## src/rtl/universal_shift_register_pkg.sv

```systemverilog
// Shared mode encodings and the counter-width helper for the universal shift register.
package universal_shift_register_pkg;

   localparam logic [1:0] MODE_HOLD = 2'b00;
   localparam logic [1:0] MODE_SHR  = 2'b01;
   localparam logic [1:0] MODE_SHL  = 2'b10;
   localparam logic [1:0] MODE_LOAD = 2'b11;

   // Drain counter must represent 0..depth inclusive.
   function automatic int usr_cnt_w(input int depth);
      return $clog2(depth + 1);
   endfunction

endpackage

```

## src/rtl/usr_stage.sv

```systemverilog
// One WIDTH-bit stage of the shift register: register plus hold/right/left/load next-value mux.
module usr_stage
   import universal_shift_register_pkg::*;
#(
   parameter int WIDTH = 8
) (
   input  logic             clk,
   input  logic             rst_n,
   input  logic [1:0]       i_sel,
   input  logic [WIDTH-1:0] i_from_right,
   input  logic [WIDTH-1:0] i_from_left,
   input  logic [WIDTH-1:0] i_load,
   output logic [WIDTH-1:0] o_q
);

   logic [WIDTH-1:0] r_q;
   logic [WIDTH-1:0] w_next;

   always_comb begin
      w_next = r_q;
      unique case (i_sel)
         MODE_HOLD: w_next = r_q;
         MODE_SHR:  w_next = i_from_right;
         MODE_SHL:  w_next = i_from_left;
         MODE_LOAD: w_next = i_load;
         default:   w_next = r_q;
      endcase
   end

   always_ff @(posedge clk) begin
      if (!rst_n) r_q <= '0;
      else        r_q <= w_next;
   end

   assign o_q = r_q;

endmodule

```

## src/rtl/universal_shift_register.sv

```systemverilog
// DEPTH x WIDTH universal shift register (hold/SHR/SHL/load) with drain-complete pulse.
// Define USR_ROTATE_EN to recirculate the outgoing word instead of shifting in sin.
module universal_shift_register
   import universal_shift_register_pkg::*;
#(
   parameter int WIDTH = 8,
   parameter int DEPTH = 4
) (
   input  logic                   clk,
   input  logic                   rst_n,
   input  logic                   en,
   input  logic [1:0]             mode,
   input  logic [WIDTH-1:0]       sin,
   input  logic [DEPTH*WIDTH-1:0] pin,
   output logic [DEPTH*WIDTH-1:0] pout,
   output logic [WIDTH-1:0]       sout_r,
   output logic [WIDTH-1:0]       sout_l,
   output logic                   done
);

   localparam int                CNT_W    = usr_cnt_w(DEPTH);
   localparam logic [CNT_W-1:0]  CNT_FULL = CNT_W'(DEPTH);
   localparam logic [CNT_W-1:0]  CNT_LAST = CNT_W'(DEPTH - 1);

   logic [WIDTH-1:0] w_q [DEPTH];
   logic [1:0]       w_sel;
   logic [WIDTH-1:0] w_shr_in;
   logic [WIDTH-1:0] w_shl_in;
   logic             w_shift;
   logic [CNT_W-1:0] r_cnt;
   logic             r_done;

   assign w_sel = en ? mode : MODE_HOLD;

`ifdef USR_ROTATE_EN
   assign w_shr_in = w_q[0];
   assign w_shl_in = w_q[DEPTH-1];
`else
   assign w_shr_in = sin;
   assign w_shl_in = sin;
`endif

   for (genvar gi = 0; gi < DEPTH; gi++) begin : g_stage
      logic [WIDTH-1:0] w_from_right;
      logic [WIDTH-1:0] w_from_left;

      if (gi == DEPTH - 1) begin : g_top
         assign w_from_right = w_shr_in;
      end else begin : g_mid_r
         assign w_from_right = w_q[gi+1];
      end

      if (gi == 0) begin : g_bot
         assign w_from_left = w_shl_in;
      end else begin : g_mid_l
         assign w_from_left = w_q[gi-1];
      end

      usr_stage #(.WIDTH(WIDTH)) u_stage (
         .clk          (clk),
         .rst_n        (rst_n),
         .i_sel        (w_sel),
         .i_from_right (w_from_right),
         .i_from_left  (w_from_left),
         .i_load       (pin[gi*WIDTH +: WIDTH]),
         .o_q          (w_q[gi])
      );

      assign pout[gi*WIDTH +: WIDTH] = w_q[gi];
   end

   assign sout_r = w_q[0];
   assign sout_l = w_q[DEPTH-1];

   assign w_shift = (w_sel == MODE_SHR) || (w_sel == MODE_SHL);

   // cnt == DEPTH means drained; done marks the shift that reaches it.
   always_ff @(posedge clk) begin
      if (!rst_n) begin
         r_cnt  <= CNT_FULL;
         r_done <= 1'b0;
      end else begin
         r_done <= 1'b0;
         if (w_sel == MODE_LOAD) begin
            r_cnt <= '0;
         end else if (w_shift && (r_cnt < CNT_FULL)) begin
            r_cnt  <= r_cnt + 1'b1;
            r_done <= (r_cnt == CNT_LAST);
         end
      end
   end

   assign done = r_done;

endmodule
```

## config.mk

```make
export PLATFORM = sky130hd
export DESIGN_NAME = universal_shift_register
export DESIGN_NICKNAME = d
export VERILOG_FILES = /design/src/rtl/universal_shift_register_pkg.sv /design/src/rtl/usr_stage.sv /design/src/rtl/universal_shift_register.sv
export SDC_FILE = /design/constraint.sdc
export NUM_CORES = 1
export LEC_CHECK = 0
export CORE_UTILIZATION = 46
export CTS_CLUSTER_SIZE = 14
export DETAILED_ROUTE_END_ITERATION = 10
export PLACE_DENSITY_LB_ADDON = 0.08
export SLEW_MARGIN = 30
export SYNTH_ARGS = -nofsm -noshare
export SYNTH_HDL_FRONTEND = slang
export SYNTH_SLANG_ARGS = --single-unit
```

## constraint.sdc

```tcl
create_clock -name clk -period 2.5 [get_ports clk]
set_input_delay 0.5 -clock clk [delete_from_list [all_inputs] [get_ports clk]]
set_output_delay 0.5 -clock clk [all_outputs]
set_load 0.005 [all_outputs]
```

==> out/qor.csv <==
stage;metric;value;unit
setup_path;cp-end-kind;flip-flop;
yosys;synth_nets;270;
timing;fmaxAchievable;569;MHz
yosys;yosys_warnings;0;
setup_path;crit_end;g_stage[1].u_stage.o_q[4]$_SDFFE_PN0P_;
cts;clk_latency;0.28;ns
yosys;synth_top_area_share;31.8;%
yosys;ys_seq_area_share;31.8;%
global_route;grt_use_met1;24.6;%
setup_path;crit_cells;5;
timing;fin_setup_tns;0;ns
global_route;grt_max_degree;33;
global_route;grt_use_met2;35.3;%
cells_and_area;nets;341;
global_route;grt_pass1_wl;8340;microns
setup_path;cp_cell_sequence;clkdlybuf4s50_1, o21a_4, buf_12, o22ai_2, nor2_2;
timing;holdWs;0.500;ns
detailed_routing;drt-initial-drc-count;74;
detailed_routing;vias;1885;
timing;min_period_over_period;70.3;%
cells_and_area;area_growth;40.2;%
setup_path;path_max_fanout;18;
timing;setup-violations-final;0;
detailed_routing;ant_nets;0;
yosys;synth_cells;223;
place;dp_hpwl;3560;microns
cts;cts_root_buffer;clkbuf_8;
cts;post_cts_buffers;0;
cells_and_area;drive_gt1_share;26.4;%
cts;cts.repair.resized;0;
timing;finalHoldViolCount;0;
floorplan;die_h;72.2;microns
global_route;grt_util_met3;6.25;%
min_path;worst_hold_path_type;reg2reg;
timing;slew-limit-headroom;62.9;%
setup_path;crit_arrival;1.98;ns
global_route;grt_usage;20.4;%
timing;tightest_slew;0.554;ns
floorplan;coreArea;4720;sq um
place;placed_cells;354;
pwr;cellLeakagePower;1.17;nW
place;gp_congestion;0.708;
detailed_routing;dr.pass1.iters;4;
cts;cts_sinks;36;
cts;htree_levels;2;
yosys;avgSynthCellArea;10.2;sq um
yosys;ys_seq_elements;36;
floorplan;dieArea;5210;sq um
setup_path;critPathMaxStageDelay;0.66;ns
timing;fin_skew;0.00194;ns
outcome;status;finished, final reports clean;
timing;rsz0062_at_grt;false;
flow_run;cap_violations;0;
yosys;yosysTopAreaCell;dfxtp_1;
yosys;synth_area_leaders;dfxtp_1, o22ai_2, mux2_1, nor2_2, o21ai_0;
cells_and_area;final_area;3170;sq um
setup_path;cp_num_buf_inv;2;
place;post-place-ws;0.447;ns
timing;fin_crit;1.76;ns
yosys;syn_area;2260;sq um
cts;cts_buffers;5;
setup_path;r2r_cells;3;
global_route;top_usage_layer;met2;
detailed_routing;wirelength;5170;microns
setup_path;rr_startpoint;r_cnt[0]$_SDFFE_PP0P_;
cts;cts_tree;yes;
setup_path;required;2.72;ns
floorplan;initial_core_util;47.9;%
global_route;overflow;0;
cells_and_area;fillers;400;
global_route;grt_pass1_vias;1770;
floorplan;die_w;72.2;microns
cells_and_area;multi_input_area;1260;sq um
floorplan;placementRows;25;
detailed_routing;wl_per_cell;14.3;microns
pwr;powerDensity;483;nW/um^2
pwr;ir_drop;270;uV
setup_path;crit_family;buffers and inverters;
setup_path;crit_type;in2reg;
floorplan;io_pins;94;
cells_and_area;instances_no_fill;362;
global_route;antenna_found_initial;0;
place;io_buffers;93;
timing;timing.final.max_slew_violations;0;
setup_path;startpoint;mode[1];
cts;path_clk_slew;0.07;ns
yosys;ys_types;32;
cells_and_area;postLayoutCoreUtil;67.2;%
cts;cts.path.max_buffers;2;
pwr;fin_total_pwr;1.53;mW
detailed_routing;drc;0;
cells_and_area;seq_area;721;sq um
cells_and_area;diodes;0;
timing;fin_ws;0.743;ns
cts;ctsHoldBuffers;0;
place;place_area;3080;sq um
setup_path;worst-r2r-setup-slack;1.49;ns
setup_path;cp-start-kind;input port;
setup_path;cp_slowest_cell;clkdlybuf4s50_1;
detailed_routing;viasPerCell;5.21;
setup_path;r2r_end;r_cnt[2]$_SDFFE_PN1P_;
## how the worst min path moves through the flow
stage	from	endpoint	slack, ns	cells past startpoint
after floorplan	r_cnt[1]$_SDFFE_PP0P_	r_cnt[1]$_SDFFE_PP0P_	0.45	2
after global placement	r_cnt[1]$_SDFFE_PP0P_	r_cnt[1]$_SDFFE_PP0P_	0.47	2
after detailed placement	r_cnt[1]$_SDFFE_PP0P_	r_cnt[1]$_SDFFE_PP0P_	0.48	2
after CTS	r_cnt[1]$_SDFFE_PP0P_	r_cnt[1]$_SDFFE_PP0P_	0.50	2
after global routing	r_cnt[1]$_SDFFE_PP0P_	r_cnt[1]$_SDFFE_PP0P_	0.56	2
final	r_cnt[1]$_SDFFE_PP0P_	r_cnt[1]$_SDFFE_PP0P_	0.50	2
## report_power, final
group | internal [mW] | switching, mW | leakage, nW
combinational | 0.282 | 0.166 | 0.828
sequential | 0.616 | 0.0459 | 0.297
clock | 0.225 | 0.199 | 0.0455
total | 1.12 | 0.411 | 1.17
## cells in the final DEF, fill, tap and decap left out, drive strengths merged, types with 3 or more instances in the layout
cell type,instances
mux2,31
o21ai,34
buf,5
nand2,5
nor2,32
dfxtp,36
clkdlybuf4s50,92
clkbuf,8
o22ai,32
inv,3
## cell type report
cell class | instances | area share (%)
clock buffers | 8 | 2.84
multi-input cells | 151 | 39.8
flip-flops and latches | 36 | 22.7
inverters | 3 | 0.355
repair buffers | 97 | 31.7
well taps | 67 | 2.64
## cells by family after synthesis
logic type	synth area share, %
compound gates	26.7
xor+xnor	0.387
fa+ha+maj	1.10
buf+inv	12.4
flops	31.8
mux	15.4
simple gates	12.2
## state kept, by name, indices dropped and copies added (netlist names)
signal / flops
done: 1
g_stage.u_stage.o_q: 32
r_cnt: 3
## worst register-to-register path: cells and delay by family (launching register included)
kind	cells	cell delay (ns)
compound gates	1	0.14
flops	1	0.32
fa+ha+maj	2	0.49
## cells in the mapped netlist (all sizes together)
cell	n
buf	28
o21a	1
nand3	1
nand3b	2
nor3	2
nor2b	2
a221oi	1
nand2	5
o21ai	34
xnor2	1
clkbuf	5
nand2b	1
mux2	31
o31ai	1
ha	2
dfxtp	36
o22ai	32
a21oi	2
nor2	32
a211oi	1
inv	3
## metal layers
| layer | vias up | share of wire [%] |
|---|---|---|
| li1 | 928 | - |
| met1 | 898 | 46 |
| met2 | 55 | 48 |
| met3 | 4 | 5.1 |
| met4 | 0 | 0.75 |
| met5 | - | 0 |
Power figures use the tool's default switching activity.
